**src/rtl/rv32i_regfile_sequencer.sv**
```systemverilog
// RV32I register-file sequencer: accepts one instruction at a time, reads
// rs1/rs2 from GPREGS, hands operands to execute, then writes the result
// back to rd. Strictly one instruction in flight.
module rv32i_regfile_sequencer #(
    parameter int REG_DATA_WIDTH = 32,
    parameter int REG_ADDR_WIDTH = 5,
    parameter int CNT_WIDTH      = 32
) (
    input  logic                      clk,
    input  logic                      cpurst,
    input  logic                      inst_valid,
    output logic                      inst_ready,
    input  logic [31:0]               inst,
    output logic [REG_ADDR_WIDTH-1:0] read_reg_0,
    output logic [REG_ADDR_WIDTH-1:0] read_reg_1,
    input  logic [REG_DATA_WIDTH-1:0] dout_reg_0,
    input  logic [REG_DATA_WIDTH-1:0] dout_reg_1,
    output logic                      op_valid,
    input  logic                      op_ready,
    output logic [31:0]               op_inst,
    output logic [REG_DATA_WIDTH-1:0] op_rs1_data,
    output logic [REG_DATA_WIDTH-1:0] op_rs2_data,
    input  logic                      wb_valid,
    output logic                      wb_ready,
    input  logic [REG_DATA_WIDTH-1:0] wb_data,
    output logic [REG_ADDR_WIDTH-1:0] write_reg,
    output logic [REG_DATA_WIDTH-1:0] din,
    output logic                      din_enable,
    output logic [CNT_WIDTH-1:0]      retire_count
);

    localparam logic [2:0] S_IDLE    = 3'd0;
    localparam logic [2:0] S_READ    = 3'd1;
    localparam logic [2:0] S_ISSUE   = 3'd2;
    localparam logic [2:0] S_WAIT_WB = 3'd3;
    localparam logic [2:0] S_WRITE   = 3'd4;

    logic [2:0]                state_q, state_d;
    logic [REG_ADDR_WIDTH-1:0] read_reg_0_q, read_reg_0_d;
    logic [REG_ADDR_WIDTH-1:0] read_reg_1_q, read_reg_1_d;
    logic [31:0]               op_inst_q, op_inst_d;
    logic [REG_DATA_WIDTH-1:0] op_rs1_q, op_rs1_d;
    logic [REG_DATA_WIDTH-1:0] op_rs2_q, op_rs2_d;
    logic                      writes_q, writes_d;
    logic [REG_ADDR_WIDTH-1:0] write_reg_q, write_reg_d;
    logic [REG_DATA_WIDTH-1:0] din_q, din_d;
    logic [CNT_WIDTH-1:0]      retire_q, retire_d;

    // Instruction classes that produce a register result; rd == x0 never writes.
    function automatic logic inst_writes(input logic [31:0] w);
        logic wr;
        case (w[6:0])
            7'b0110111, 7'b0010111, 7'b1101111, 7'b1100111,
            7'b0000011, 7'b0010011, 7'b0110011: wr = (w[11:7] != 5'd0);
            default:                            wr = 1'b0;
        endcase
        return wr;
    endfunction

    // Next-state and datapath capture for the sequencing FSM.
    always_comb begin
        state_d      = state_q;
        read_reg_0_d = read_reg_0_q;
        read_reg_1_d = read_reg_1_q;
        op_inst_d    = op_inst_q;
        op_rs1_d     = op_rs1_q;
        op_rs2_d     = op_rs2_q;
        writes_d     = writes_q;
        write_reg_d  = write_reg_q;
        din_d        = din_q;
        retire_d     = retire_q;
        case (state_q)
            S_IDLE: begin
                if (inst_valid) begin
                    op_inst_d    = inst;
                    read_reg_0_d = REG_ADDR_WIDTH'(inst[19:15]);
                    read_reg_1_d = REG_ADDR_WIDTH'(inst[24:20]);
                    writes_d     = inst_writes(inst);
                    state_d      = S_READ;
                end
            end
            S_READ: begin
                op_rs1_d = (read_reg_0_q == '0) ? '0 : dout_reg_0;
                op_rs2_d = (read_reg_1_q == '0) ? '0 : dout_reg_1;
                state_d  = S_ISSUE;
            end
            S_ISSUE: begin
                if (op_ready) begin
                    if (writes_q) begin
                        state_d = S_WAIT_WB;
                    end else begin
                        state_d  = S_IDLE;
                        retire_d = retire_q + CNT_WIDTH'(1);
                    end
                end
            end
            S_WAIT_WB: begin
                if (wb_valid) begin
                    din_d       = wb_data;
                    write_reg_d = REG_ADDR_WIDTH'(op_inst_q[11:7]);
                    state_d     = S_WRITE;
                end
            end
            S_WRITE: begin
                state_d  = S_IDLE;
                retire_d = retire_q + CNT_WIDTH'(1);
            end
            default: state_d = S_IDLE;
        endcase
    end

    // State registers; reset aborts any in-flight instruction immediately.
    always_ff @(posedge clk or posedge cpurst) begin
        if (cpurst) begin
            state_q      <= S_IDLE;
            read_reg_0_q <= '0;
            read_reg_1_q <= '0;
            op_inst_q    <= '0;
            op_rs1_q     <= '0;
            op_rs2_q     <= '0;
            writes_q     <= 1'b0;
            write_reg_q  <= '0;
            din_q        <= '0;
            retire_q     <= '0;
        end else begin
            state_q      <= state_d;
            read_reg_0_q <= read_reg_0_d;
            read_reg_1_q <= read_reg_1_d;
            op_inst_q    <= op_inst_d;
            op_rs1_q     <= op_rs1_d;
            op_rs2_q     <= op_rs2_d;
            writes_q     <= writes_d;
            write_reg_q  <= write_reg_d;
            din_q        <= din_d;
            retire_q     <= retire_d;
        end
    end

    // Handshake strobes decode directly from state; inst_ready is gated by reset.
    always_comb begin
        inst_ready = (state_q == S_IDLE) && !cpurst;
        op_valid   = (state_q == S_ISSUE);
        wb_ready   = (state_q == S_WAIT_WB);
        din_enable = (state_q == S_WRITE);
    end

    assign read_reg_0   = read_reg_0_q;
    assign read_reg_1   = read_reg_1_q;
    assign op_inst      = op_inst_q;
    assign op_rs1_data  = op_rs1_q;
    assign op_rs2_data  = op_rs2_q;
    assign write_reg    = write_reg_q;
    assign din          = din_q;
    assign retire_count = retire_q;

endmodule

```
**config.mk**
```make
export PLATFORM = sky130hd
export DESIGN_NAME = rv32i_regfile_sequencer
export DESIGN_NICKNAME = d
export VERILOG_FILES = /design/src/rtl/rv32i_regfile_sequencer.sv
export SDC_FILE = /design/constraint.sdc
export NUM_CORES = 1
export LEC_CHECK = 0
export ABC_AREA = 1
export CAP_MARGIN = 25
export CORE_UTILIZATION = 46
export DETAILED_ROUTE_END_ITERATION = 16
export GPL_ROUTABILITY_DRIVEN = 0
export GPL_TIMING_DRIVEN = 0
export PLACE_DENSITY = 0.9
export REMOVE_ABC_BUFFERS = 1
export SETUP_SLACK_MARGIN = 0.15
export SYNTH_ARGS = -nofsm -noshare
export SYNTH_HDL_FRONTEND = slang
export SYNTH_SLANG_ARGS = --single-unit
export TNS_END_PERCENT = 10
```
**constraint.sdc**
```tcl
create_clock -name clk -period 11.1 [get_ports clk]
set_input_delay 2.22 -clock clk [delete_from_list [all_inputs] [get_ports clk]]
set_output_delay 2.22 -clock clk [all_outputs]
set_load 0.01 [all_outputs]
```
-- Yosys cells after proc, flatten, opt, wreduce, memory -nomap -nowiden
Index checks and enable logic that the tools add are counted.
- add/subtract/negate cells: 1
- equal/unequal tests: 15
- muxes and demuxes: 11
- reductions and logical operators: 12
- operators by type and width (operator ; number):
    $mux W32 ; 4
    $pmux W32 S2 ; 1
    $add A32 B1 Y32 const B ; 1
    $eq A7 B5 Y1 const B ; 2
    $eq A7 B6 Y1 const B ; 2
    $eq A7 B7 Y1 const B ; 2
    $pmux W3 S4 ; 1
    $logic_not A5 Y1 ; 2
    $mux W3 ; 3
    $eq A7 B2 Y1 const B ; 1
    $reduce_or A7 Y1 ; 1
    $eq A3 B2 Y1 const B ; 2
    $ne A2 B2 Y1 const B ; 3
    $reduce_and A3 Y1 ; 2
    $reduce_bool A5 Y1 ; 1
    $reduce_and A2 Y1 ; 2
    $eq A3 B1 Y1 const B ; 1
    $eq A3 B3 Y1 const B ; 1
    $logic_not A3 Y1 ; 1
    $mux W2 ; 1
    $ne A2 B1 Y1 const B ; 1
    $reduce_bool A2 Y1 ; 1
    $logic_and A1 B1 Y1 ; 1
    $logic_not A1 Y1 ; 1
    $mux W1 ; 1
- bits in registers: 179
- input port bits: 133
- output and inout bits: 179
- word-level logic and storage cells: 49

-- Longest topological paths before layout
Gate-level depths: netlist of run 1.
- depth after elaboration: 4
- gate-level depth with buffers: 9
- gate-level depth less buffers: 9

-- Worst setup path after synthesis of run 1
No wires, ideal clock.
- path kind: input to output
- start: input port cpurst
- end: output port inst_ready
- arrival: 2.389 ns
- data required time: 8.880 ns
- path slack: 6.491 ns
- stages on the path: 1
- cells stage by stage: nor2_1
- word-level cells in the longest chain between the ends: 2
- ends and longest elaborated chain (element ; RTL line ; source):
    from (decl) ; 10 ; input logic cpurst,
    $logic_not A1 Y1 ; 141 ; inst_ready = (state_q == S_IDLE) && !cpurst;
    $logic_and A1 B1 Y1 ; 141 ;
    to (decl) ; 12 ; output logic inst_ready,
No other way between the ends.

-- Worst setup path after layout of run 1
Ends and elaborated chain as after synthesis.

==> results.md, run 1 <==
* Root buf cell: clkbuf_16
* Area growth from synthesis to layout at 53.2%
* Post-route ant nets at 0
* Flops & latches, synth at 169
* Setup ws final at 5.47 ns
* Fin Hold WS at 0.478 ns
* Core area at 15400 µm²
* Pre-CTS setup slack at 5.45 ns
* Final setup TNS at 0 ns
* TritonCTS Sinks at 169
* Status: completed
* RR Startpoint: state_q[1]
* Cell mode on critical path: clkdlybuf4s50_1
* Cell taking the most area after synthesis: dfrtp_1
* Post-CTS sizing at 0
* Initial Util at 0.480
* Final setup fails at 0
* PD cells at roughly 260 nW/µm²
* Cell breakdown of the critical path: clkdlybuf4s50_1, nor2_1, clkdlybuf4s50_1
* Rows at 45
* Max-slew headroom at 0.359
* Fin nets at 1310
* Tot Pwr at 2910 µW
* Largest cells by area after synthesis: dfrtp_1 57%, nand2_1 15%, nand3_1 6.3%
* GRT Residual Overflow at 0
* FF-to-FF End: writes_q
* Gr usage total at 0.278
* P_leak at 0.00531 µW
* Reg2reg path depth at 8
* Worst min-delay path endpoint: din[26]
* Most frequent cells in the layout: 311 x clkdlybuf4s50_1, 297 x nand2_1, 169 x dfrtp_1
* Die height at 129 µm
* Avg Cell Area, Syn at ~8.4 µm²
* Distinct cells, synth at 26
* Max FO, Critical Path at 2
* Hold path cells at 2
* DRT Pass-1 Iters at 6
* Post-CTS setup buffer count at 0
* CTS Buf Count at 17
* Synthesized instance count at 880
* Crit Path Class: primary input to primary output
* Slowest-stage cell, CP: clkdlybuf4s50_1
* Share of cells above drive strength 1 at 0.0505
* Worst VDD drop at 0.000153 V
* Clock Pin Slew Worst Setup and Hold Paths at 0.07 ns
* Worst Setup End Kind: primary output
* Worst Skew at 0.0107 ns
* Crit path buf inv count at 2
* CP Launch Type: primary input
* CTS max path bufs at 2
* Crit share post-route at 0.507
* Netlist Area Pre-Place at between 7000 and 8000 µm²
* RSZ-0062 raised after global routing: false
* 1st-iter DRT viols at 437
* Largest net degree at the start of global routing at 96
* Crit path largest cell delay at 0.54 ns
* Final Hold Fails at 0
* Avg WL per Cell at 15.9 µm
* DP Wirelength at about 16000 µm
* CP required at 8.88 ns
* Slew Limit Fails at 0
* Max Clock Freq at roughly 180 MHz
* Worst skew pair latency at about 0.42 ns
* Fillers at 1081
* Die area at ~17000 µm²
* Number of synthesis warnings at 0
* Hold path startpoint: din[26]
* Minimum clock period at 5.63 ns
* Data arrival, critical path at around 3.4 ns
* Yosys top cell area share at 0.572
* Slack of the worst reg-to-reg path at a little under 9 ns
* Chip Width at approximately 130 µm
* Worst Hold Class: register to register
* Vias in the first global route at 7104
* CTS tree: yes
* Vias per cell at slightly above 5
* Maxcap violations at 0
* Global-route wire length before repair at 35200 µm
* H-tree Lvls at 4
* Worst-margin pin slew at between 0.9 and 1 ns
* Routed WL at 22300 µm
* Placed Instances at 1368
* Io pins at around 310
* Layout Cells excl Fill at between 1k and 1.5k
* CTS Hold Bufs at 0
* Port Buffers at 311
* Residual DRC at 0
* Vias post-DR at 7050
* Sequential area share after synthesis at 0.572
* Initial antenna violation count at 1
* Most common cell after layout, fill and taps aside: clkdlybuf4s50_1
* CP delay by family, top: buffers and inverters
area by class of cell:
cell class	count	area (µm²)	share of cell area
clock buffers	22	484	0.0427
well taps	211	264	0.0233
multi-input cells	554	2480	0.219
clock inverters	10	116	0.0103
inverters	110	420	0.0371
repair buffers	324	3340	0.295
diodes	1	2.50	0.000221
flip-flops and latches	169	4230	0.373
cells by family after synthesis:
| family | share of synthesized area |
|---|---|
| xor+xnor | 0.0142 |
| fa+ha+maj | 0.00169 |
| buf+inv | 0.0942 |
| compound gates | 0.0553 |
| flops | 0.572 |
| simple gates | 0.263 |
metrics by stage:
step	area, µm²	utilization
finish	11300	0.735
global route	11300	0.735
CTS	11300	0.735
detailed placement	10700	0.696
global placement	10500	0.680
floorplan	7110	-
synthesized netlist by cell type:
cell type,instances
buf_2,17
ha_1,1
xnor2_1,1
xor2_1,11
buf_6,5
nand3_1,93
nand2_1,297
a31oi_1,1
nor4_1,1
nor2_2,4
inv_2,6
dfrtp_1,169
clkbuf_1,12
inv_1,104
nor2_1,41
o211ai_1,1
nand4_1,8
nor2_8,1
nand3b_1,7
o21ai_1,1
nor3_1,5
a21oi_1,2
buf_4,13
nor2_4,2
o21ai_0,76
nor3_2,1
metal layers:
| layer | wire, µm | up-vias | global-route usage |
|---|---|---|---|
| met5 | 0 | - | 0 |
| met4 | 1030 | 0 | 0.143 |
| met3 | 1840 | 71 | 0.106 |
| met2 | 11500 | 294 | 0.490 |
| met1 | 7930 | 3367 | 0.288 |
| li1 | - | 3318 | - |
worst reg2reg max path, cell delays in order (launching register included):
cell and delay (ns):
dfrtp_1 0.44, inv_2 0.09, nand2_1 0.09, inv_2 0.07, nand3_1 0.53, buf_16 0.40
inv_2 0.38, nand3_1 0.15, o21ai_0 0.18
worst max path at each step:
stage,from,end,slack [ns],cells after the start
after floorplan,cpurst,din[0],4.30,1
after global placement,state_q[1],op_rs1_data[30],1.87,2
after detailed placement,cpurst,inst_ready,5.45,3
after CTS,cpurst,inst_ready,5.46,3
after global routing,cpurst,inst_ready,5.42,3
final,cpurst,inst_ready,5.47,3
where the power goes:
group / switching [µW] / internal, µW / total, µW
Sequential: 162 / 860 / 1020
Clock: 244 / 356 / 600
Combinational: 626 / 658 / 1280
Total: 1030 / 1870 / 2910
(Power assumes the default switching activity.)
==> run 2, diff against run 1 <==
- CORE_UTILIZATION: 46 -> 43
- PLACE_DENSITY: 0.9 -> 0.85
- clock period: 11.1 -> 5.4 ns (I/O delays scaled with it)
==> results.md, run 2 (synthesis gave the netlist of run 1 again) <==
* CTS tree: yes
* CTS Hold Bufs at 0
* PD cells at 522 nW/µm²
* Worst Setup End Kind: primary output
* Reg area at 4230 µm²
* Final setup TNS at 0 ns
* Initial antenna violation count at 0
* H-tree Lvls at 4
* Status: completed
* CP Launch Type: primary input
* GRT Residual Overflow at 0
* Worst Hold Class: register to register
* Die area at 17700 µm²
* Max FO, Critical Path at 2
* RSZ-0062 raised after global routing: false
* Die height at 133 µm
* Avg WL per Cell at 15.1 µm
* Multi-input gate area at 2480 µm²
* Routed WL at 21300 µm
* Slew Limit Fails at 0
* FF-to-FF End: writes_q
* Initial Util at 0.443
* Post-CTS setup buffer count at 0
* Final Hold Fails at 0
* DRT Pass-1 Iters at 5
* Area growth from synthesis to layout at 52.9%
* Crit share post-route at 0.620
* Port Buffers at 311
* Vias post-DR at 6794
* Most frequent cells in the layout: 311 x clkdlybuf4s50_1, 297 x nand2_1, 169 x dfrtp_1
* Hold path startpoint: op_inst[0]
* Crit Path Class: primary input to primary output
* Worst skew pair latency at 0.43 ns
* CTS max path bufs at 2
* RR Startpoint: state_q[1]
* Worst min-delay path endpoint: op_inst[0]
* Hold path cells at 2
* Post-route ant nets at 0
* N_diodes at 0
* Slack of the worst reg-to-reg path at 3.07 ns
* 1st-iter DRT viols at 410
* Global-route wire length before repair at 34300 µm
* Data arrival, critical path at between 2 and 2.5 ns
* Maxcap violations at 0
* Max-slew headroom at 0.367
* Vias per cell at 4.83
* Vias in the first global route at ~7.0k
* Utilization after layout at 0.677
* Share of cells above drive strength 1 at 0.0497
* Minimum clock period at 3.35 ns
* Worst Skew at 0.0139 ns
* Gr usage total at 0.246
* Fin nets at 1310
* Residual DRC at 0
* Worst VDD drop at around 0.00035 V
* Most common cell after layout, fill and taps aside: clkdlybuf4s50_1
* Max Clock Freq at about 300 MHz
* CP required at ~4.3 ns
* Largest net degree at the start of global routing at 90
* Final setup fails at 0
* Worst-margin pin slew at 0.944 ns
* Rows at 47
* Fillers at 1259
* Chip Width at 133 µm
* Io pins at 312
* Reg2reg path depth at 7
* TritonCTS Sinks at 169
* Post-CTS sizing at 0
* Root buf cell: clkbuf_16
* CTS Buf Count at 17
* DP Wirelength at roughly 15000 µm
* P_leak at 0.00529 µW
* Clock Pin Slew Worst Setup and Hold Paths at 0.07 ns
* Core area at 16700 µm²
## run 2: changes by cell type in the layout (fill, tap and decap cells not counted)
cell	before	now
diode_2	1	0
buf_6	6	5
buf_8	1	3
clkinv_2	3	2
inv_6	1	2
buf_16	5	4
clkbuf_8	4	0
clkinvlp_4	2	3
inv_8	1	2
clkinv_4	2	3
## run 2: worst max path at each step
stage / from / end / slack (ns) / cells past startpoint
finish: cpurst / inst_ready / 2.05 / 3
global route: cpurst / inst_ready / 2.02 / 3
CTS: cpurst / inst_ready / 2.04 / 3
detailed placement: cpurst / inst_ready / 2.04 / 3
global placement: state_q[1] / op_rs1_data[18] / -3.82 / 2
floorplan: state_q[1] / op_rs1_data[0] / -1.21 / 2
## run 2: final cells by class
type | count | share of cell area
Timing Repair Buffer | 324 | 0.295
Inverter | 110 | 0.0372
Tap cell | 220 | 0.0243
Clock buffer | 18 | 0.0379
Clock inverter | 13 | 0.0131
Multi-Input combinational cell | 554 | 0.219
Sequential cell | 169 | 0.374
## run 2: through the flow
stage	hold slack [ns]	instances	setup WS, ns	total power [µW]	area (µm²)
finish	0.479	1408	2.05	5900	11300
floorplan	0.475	833	-1.21	3110	7110
CTS	0.482	1408	2.04	5960	11300
global route	0.495	1408	2.02	6260	11300
detailed placement	0.464	1377	2.04	4710	10700
global placement	0.460	1364	-3.82	4530	10500
## run 2: routing by layer
| metal | vias to the layer above | track usage | wire length [µm] |
|---|---|---|---|
| met1 | 3164 | 0.276 | 8150 |
| met2 | 266 | 0.427 | 10900 |
| li1 | 3312 | - | - |
| met5 | - | 0 | 0 |
| met4 | 0 | 0.101 | 623 |
| met3 | 52 | 0.0830 | 1670 |
## run 2: power by group
part,internal (µW),switching [µW],total [µW]
Combinational,1350,1250,2600
Sequential,1770,325,2090
Clock,685,528,1210
Total,3800,2100,5900
## run 2: worst max-delay path, stage by stage
cell,delay [ns]
clkdlybuf4s50_1,0.51
nor2_1,0.14
clkdlybuf4s50_1,0.54
